$ cat src/rtl/branch_ctrl.sv
// branch_ctrl: 2-bit BHT/BTB branch predictor with ID-stage branch resolution, redirect and stats.
module branch_ctrl #(
    parameter int BHT_ENTRIES = 16
) (
    input  logic        clk,
    input  logic        rst_n,
    input  logic [31:0] if_pc,
    output logic        pred_taken,
    output logic [31:0] pred_target,
    input  logic        id_valid,
    input  logic        id_stall,
    input  logic        id_is_branch,
    input  logic [2:0]  id_funct3,
    input  logic [31:0] id_pc,
    input  logic [31:0] id_imm,
    input  logic [31:0] id_rs1_val,
    input  logic [31:0] id_rs2_val,
    input  logic        id_pred_taken,
    input  logic [31:0] id_pred_target,
    output logic        redirect,
    output logic [31:0] redirect_pc,
    output logic        illegal_br,
    output logic [31:0] br_count,
    output logic [31:0] mispred_count
);
    localparam int IDX = $clog2(BHT_ENTRIES);
    logic [1:0]             cnt [BHT_ENTRIES];
    logic [31:0]            btb [BHT_ENTRIES];
    logic [BHT_ENTRIES-1:0] vld;
    logic [IDX-1:0]         if_idx, id_idx;
    logic [1:0]             cnt_nxt;
    logic [31:0]            tgt, fall;
    logic                   res, br_res, alias_res, eq, lt, ltu, taken, mispred;
    assign if_idx      = if_pc[IDX+1:2];
    assign id_idx      = id_pc[IDX+1:2];
    assign pred_taken  = rst_n & vld[if_idx] & cnt[if_idx][1];
    assign pred_target = (rst_n & vld[if_idx]) ? btb[if_idx] : '0;
    assign res         = id_valid & ~id_stall;
    assign br_res      = res & id_is_branch;
    // a non-branch that was predicted taken is a BTB alias and must be squashed
    assign alias_res   = res & ~id_is_branch & id_pred_taken;
    assign tgt         = id_pc + id_imm;
    assign fall        = id_pc + 32'd4;
    assign eq          = id_rs1_val == id_rs2_val;
    assign lt          = $signed(id_rs1_val) < $signed(id_rs2_val);
    assign ltu         = id_rs1_val < id_rs2_val;
    assign taken       = id_funct3 == 3'd0 ? eq  :
                         id_funct3 == 3'd1 ? ~eq :
                         id_funct3 == 3'd4 ? lt  :
                         id_funct3 == 3'd5 ? ~lt :
                         id_funct3 == 3'd6 ? ltu :
                         id_funct3 == 3'd7 ? ~ltu : 1'b0;
    assign mispred     = (br_res & ((taken != id_pred_taken) | (taken & (id_pred_target != tgt)))) | alias_res;
    assign illegal_br  = rst_n & br_res & (id_funct3[2:1] == 2'b01);
    assign redirect    = rst_n & mispred;
    assign redirect_pc = rst_n ? ((br_res & taken) ? tgt : fall) : '0;
    assign cnt_nxt     = taken ? (cnt[id_idx] == 2'b11 ? 2'b11 : cnt[id_idx] + 2'b01)
                               : (cnt[id_idx] == 2'b00 ? 2'b00 : cnt[id_idx] - 2'b01);
    always_ff @(posedge clk or negedge rst_n) begin
        if (!rst_n) begin
            for (int i = 0; i < BHT_ENTRIES; i++) begin
                cnt[i] <= 2'b01;
                btb[i] <= '0;
            end
            vld           <= '0;
            br_count      <= '0;
            mispred_count <= '0;
        end else begin
            if (br_res) begin
                cnt[id_idx] <= cnt_nxt;
                br_count    <= br_count + 32'd1;
                if (taken) begin
                    btb[id_idx] <= tgt;
                    vld[id_idx] <= 1'b1;
                end
            end
            if (alias_res) vld[id_idx] <= 1'b0;
            if (mispred) mispred_count <= mispred_count + 32'd1;
        end
    end
endmodule

$ cat config.mk
export PLATFORM = sky130hd
export DESIGN_NAME = branch_ctrl
export DESIGN_NICKNAME = d
export VERILOG_FILES = /design/src/rtl/branch_ctrl.sv
export SDC_FILE = /design/constraint.sdc
export NUM_CORES = 1
export LEC_CHECK = 0
export CAP_MARGIN = 20
export CORE_MARGIN = 5
export CORE_UTILIZATION = 52
export CTS_CLUSTER_SIZE = 28
export DETAILED_ROUTE_END_ITERATION = 10
export PLACE_DENSITY = 0.77
export SLEW_MARGIN = 20
export SYNTH_ARGS = -nofsm -noshare
export SYNTH_HDL_FRONTEND = slang
export SYNTH_SLANG_ARGS = --single-unit
export TNS_END_PERCENT = 30
$ cat constraint.sdc
create_clock -name clk -period 4.46 [get_ports clk]
set_input_delay 0.669 -clock clk [delete_from_list [all_inputs] [get_ports clk]]
set_output_delay 0.669 -clock clk [all_outputs]
set_load 0.05 [all_outputs]
==> results of run 1 <==
[worst max-delay path: stages]
cell and delay, ns:
sky130_fd_sc_hd__clkdlybuf4s50_1 0.48, sky130_fd_sc_hd__ha_1 0.36, sky130_fd_sc_hd__buf_4 0.16, sky130_fd_sc_hd__a21o_1 0.18, sky130_fd_sc_hd__a21boi_2 0.09, sky130_fd_sc_hd__buf_4 0.14, sky130_fd_sc_hd__a2bb2oi_2 0.13, sky130_fd_sc_hd__buf_4 0.15
sky130_fd_sc_hd__buf_4 0.13, sky130_fd_sc_hd__o21ai_0 0.14, sky130_fd_sc_hd__a21oi_1 0.13, sky130_fd_sc_hd__a2111oi_4 0.33, sky130_fd_sc_hd__and4_1 0.24, sky130_fd_sc_hd__nand4b_1 0.17, sky130_fd_sc_hd__nor4_4 0.17, sky130_fd_sc_hd__buf_4 0.19
sky130_fd_sc_hd__nor2_4 0.05, sky130_fd_sc_hd__and2_4 0.15, sky130_fd_sc_hd__buf_8 0.14
[Yosys cell counts (5+ instances only)]
cell / count / area [µm²]
sky130_fd_sc_hd__a211oi_1: 6 / 45.0
sky130_fd_sc_hd__a21o_1: 14 / 105
sky130_fd_sc_hd__a21oi_1: 482 / 2410
sky130_fd_sc_hd__and2_1: 19 / 119
sky130_fd_sc_hd__and3_1: 59 / 369
sky130_fd_sc_hd__and4_1: 12 / 105
sky130_fd_sc_hd__buf_1: 31 / 116
sky130_fd_sc_hd__buf_2: 8 / 40.0
sky130_fd_sc_hd__clkbuf_1: 190 / 713
sky130_fd_sc_hd__dfrtp_1: 608 / 15200
sky130_fd_sc_hd__dfstp_2: 16 / 420
sky130_fd_sc_hd__ha_1: 69 / 863
sky130_fd_sc_hd__inv_1: 48 / 180
sky130_fd_sc_hd__mux2_2: 35 / 394
sky130_fd_sc_hd__mux4_2: 179 / 4030
sky130_fd_sc_hd__nand2_1: 147 / 552
sky130_fd_sc_hd__nand2b_1: 15 / 93.8
sky130_fd_sc_hd__nand3_1: 50 / 250
sky130_fd_sc_hd__nand3b_1: 5 / 37.5
sky130_fd_sc_hd__nand4_1: 31 / 194
sky130_fd_sc_hd__nor2_1: 560 / 2100
sky130_fd_sc_hd__nor2b_1: 15 / 93.8
sky130_fd_sc_hd__nor3_1: 25 / 125
sky130_fd_sc_hd__nor4_1: 21 / 131
sky130_fd_sc_hd__o211ai_1: 6 / 45.0
sky130_fd_sc_hd__o21a_1: 8 / 60.1
sky130_fd_sc_hd__o21ai_0: 86 / 430
sky130_fd_sc_hd__o21ai_1: 6 / 30.0
sky130_fd_sc_hd__o22a_1: 64 / 561
sky130_fd_sc_hd__or2_2: 5 / 31.3
sky130_fd_sc_hd__or3_1: 6 / 37.5
sky130_fd_sc_hd__xnor2_1: 81 / 709
sky130_fd_sc_hd__xor2_1: 67 / 587
[cells in the final DEF (no fill, tap or decap), types with 8 or more instances in the layout]
cell                                n
sky130_fd_sc_hd__nand4_1           31
sky130_fd_sc_hd__a21oi_2           15
sky130_fd_sc_hd__nand3_1           45
sky130_fd_sc_hd__and2_1            18
sky130_fd_sc_hd__dlymetal6s2s_1    32
sky130_fd_sc_hd__xor2_1            64
sky130_fd_sc_hd__nor2_1           519
sky130_fd_sc_hd__xnor2_1           74
sky130_fd_sc_hd__nor3_1            18
sky130_fd_sc_hd__mux2_2            35
sky130_fd_sc_hd__nor2_4            21
sky130_fd_sc_hd__ha_1              34
sky130_fd_sc_hd__nor2b_1           13
sky130_fd_sc_hd__o21ai_2            8
sky130_fd_sc_hd__mux4_2           179
sky130_fd_sc_hd__clkbuf_8          13
sky130_fd_sc_hd__a21o_1            14
sky130_fd_sc_hd__inv_1             34
sky130_fd_sc_hd__o21ai_0           63
sky130_fd_sc_hd__a21oi_1          465
sky130_fd_sc_hd__inv_2             14
sky130_fd_sc_hd__nor4_1            20
sky130_fd_sc_hd__dfrtp_1          608
sky130_fd_sc_hd__nor2_2            20
sky130_fd_sc_hd__buf_4            372
sky130_fd_sc_hd__and3_1            58
sky130_fd_sc_hd__buf_12            62
sky130_fd_sc_hd__o21a_1             8
sky130_fd_sc_hd__dfstp_2           16
sky130_fd_sc_hd__nand2_1          144
sky130_fd_sc_hd__o22a_1            64
sky130_fd_sc_hd__clkbuf_1          15
sky130_fd_sc_hd__clkdlybuf4s50_1  189
sky130_fd_sc_hd__nand2b_1          13
sky130_fd_sc_hd__clkbuf_16         72
sky130_fd_sc_hd__ha_4              31
sky130_fd_sc_hd__and4_1            11
sky130_fd_sc_hd__o21ai_1           19
[flip-flops by register name (all words and copies together) (netlist names)]
name	count
vld	16
br_count	32
mispred_count	32
btb	512
cnt	32
[power groups by stage]
| stage | logic [µW] | clock network (µW) | registers (µW) |
|---|---|---|---|
| after global routing | 3930 | 5970 | 6930 |
| after CTS | 3540 | 5730 | 6840 |
| final | 3690 | 5700 | 6850 |
| after detailed placement | 3400 | 0 | 6920 |
| after floorplan | 1820 | 0 | 6980 |
| after global placement | 3300 | 0 | 6850 |
[repair_timing]
action	4_1_cts	5_1_grt
gates resized for setup	126	153
endpoints found under the setup margin	64	33
pin swaps	27	53
gates cloned	1	4
buffers inserted	16	14
[cells by family (layout without fill, tap and decap cells)]
group                      count (synthesis)  in the layout  synth area share, %
other                                      0              7                    0
muxes                                    219            219                 14.0
DFF                                      624            624                 49.0
and+or+nand+nor                          991            991                 13.9
AOI/OAI and AO/OA                        719            719                 12.8
adders and majority gates                 72             72                 2.83
xor gates and xnor gates                 150            150                 4.20
buffers and inverters                    277            847                 3.29
[final cells by class]
class,count,area [µm²],share of cell area (%)
multi-input cells,2151,16400,38.9
flip-flops and latches,624,15600,37.1
repair buffers,684,6700,15.9
clock buffers,95,1920,4.56
well taps,782,978,2.32
clock inverters,20,318,0.754
inverters,48,180,0.427
diodes,7,17.5,0.0416
[metrics by stage]
| stage | hold WS (ns) | cell area (µm²) |
|---|---|---|
| after global routing | 0.000200 | 42100 |
| after floorplan | 0.373 | 31900 |
| after CTS | 0.00317 | 41300 |
| final | -0.0207 | 42100 |
| after global placement | 0.457 | 38400 |
| after detailed placement | 0.461 | 38400 |
[routing by layer]
metal / routed length (µm) / GRT usage (%) / vias up
met5: 55 / 0.585 / -
met4: 7540 / 18.4 / 2
met3: 13000 / 8.62 / 516
met2: 55200 / 54.9 / 1992
met1: 41100 / 42.9 / 14110
li1: - / - / 11924
[path summary, 6_finish.rpt]
check | startpoint | endpoint | slack (ns) | depth (start not counted)
setup / recovery | id_pc[7] | redirect | -0.41 | 19
hold / removal | rst_n | btb[155] | -0.02 | 1
setup reg to reg | mispred_count[7] | mispred_count[31] | 1.96 | 7
hold reg to reg | br_count[31] | br_count[31] | 0.47 | 1
max in group asynchronous | rst_n | btb[485] | 2.57 | 4
min in group clk | br_count[31] | br_count[31] | 0.47 | 1
==> run summary, run 1 <==
The number of H-tree levels came out at 3. The worst hold margin is -0.0207 ns. The share of final-layout standard cells stronger than drive strength 1 is 26.9%. When the netlist entered floorplanning its net count stood at 3323. The number of search-and-repair iterations in the first detailed-routing pass came out at 9. The path class of the tightest hold or removal check is in2async. The worst setup slack after placement came out at -1.21 ns. The static leakage is 0.0193 µW. Across all setup checks in the final design, the least slack found is -0.414 ns.

The total wirelength of the detailed-routed design is 117000 µm. During placement, the flow inserted port buffers numbering 303. The flow ran to the end, but the final reports show violations. The number of antenna violations at the first check in global routing is 8. Power spread over the standard cell area amounts to 386 mW/mm². The number of cell rows is 90.

Entering global routing, the biggest net connects 84 pins. The design draws 16200 µW. The register share of total power came out at 42.2%. The number of failing hold endpoints at the final stage came out at 10.

The count of final setup violators came out at 6. The post-route clock period utilization is 109%. The actual slew at the worst max-slew pin is 0.885 ns. The die covers 0.0664 mm².

The average vias per placed instance is 6.47. The timing-limited maximum frequency came out at 0.205 GHz. The most instantiated flip-flop cell in the synthesis netlist is sky130_fd_sc_hd__dfrtp_1. The count of state elements after synthesis came out at 624. Dividing the detail-routed wire length by the instance count gives 26.5 µm. The netlist area before placement is 0.0319 mm². The core box area came out at 0.0606 mm². The switching power came out at 4780 µW.

Of all flip-flops after synthesis, the portion carrying an async set or reset was 100%. The width of the die is 258 µm. The top-level port count is 332.

The data arrival time of the worst path is 4.21 ns. The summed negative setup slack over all endpoints came out at -0.475 ns. The tool flagged a number of max-cap violations equal to 0. The shortest clock period the worst path allows after layout came out at 4.87 ns. The final count of pins violating max slew came out at 0. The clock share of power came out at 35.1%. The checks that failed: hold timing, setup timing. The critical-path maximum fanout came out at 5. The setup clock skew after layout came out at 0.0321 ns. The final-stage net count is 3847. The internal portion of the total power is 11500 µW. Setup repair after global routing could not meet its margin everywhere. The data required time at the worst endpoint came out at 3.79 ns.

After detailed routing, the number of remaining DRC violations is 0. The initial detailed-routing violation count is 3069. The worst-case headroom to the max-slew limit is 41.0%.

Combinational logic is responsible for 22.7% of the overall power. After technology mapping, the gate count stands at 3052. The total of fill cells in the finished design is 4183. VDD sags by at most 0.261 mV. The maximum number of buffers from clock root to sink is 3. The number of global-route vias before repair is 29461. The placed wire-length estimate is 78000 µm.

The worst setup path is captured at an output pin. The synthesis-to-layout area growth is 32.1%. The first global-routing pass estimated 175000 µm of wire. Hold repair after CTS inserted 0 buffers. The final non-filler cell total came out at 4411. The sink count of the clock tree came out at 624.

The remaining number of nets flagged by the antenna check after routing came out at 0. The switching power share of the total came out at 29.4%. The number of placed instances, taps included, is 4257. At the later pin of the worst-skew pair, clock insertion delay measures 0.62 ns. Clock-pin slew was measured on the worst setup and hold paths at 0.06 ns.

The initial standard-cell utilization of the core is 52.7%. The critical path class is in2out. From bottom edge to top edge, the die measures 258 µm. Of the synthesized area, sequential elements account for 49.0%.

In this run, synthesis inferred 0 flip-flops with an integrated enable. The final weighted congestion in routability-driven placement came out at 0.935. The number of different library cells used by synthesis comes to 76. The end-of-flow core utilization came out at 69.6%. The warning count from the yosys run is 0. The element type at the critical path start is an input port. Summed over all layers, the global routing overflow is 0. TritonCTS built the clock tree.

The average instance in the mapped netlist occupies 10.5 µm². The root buffer cell chosen for the clock tree is sky130_fd_sc_hd__clkbuf_16. The clock buffer count from CTS is 67. The global routing usage summed across all routing layers is 34.1%. The detailed router placed 28544 vias in this run.
No activity file was read; power rests on OpenSTA's default activity.
==> inputs of run 2 (changes only) <==
--- a/config.mk
+++ b/config.mk
@@ -5,7 +5,6 @@
 export SDC_FILE = /design/constraint.sdc
 export NUM_CORES = 1
 export LEC_CHECK = 0
-export CAP_MARGIN = 20
 export CORE_MARGIN = 5
 export CORE_UTILIZATION = 52
 export CTS_CLUSTER_SIZE = 28
==> results of run 2 <==
The final DEF is identical to that of run 1; final timing and power are the same.
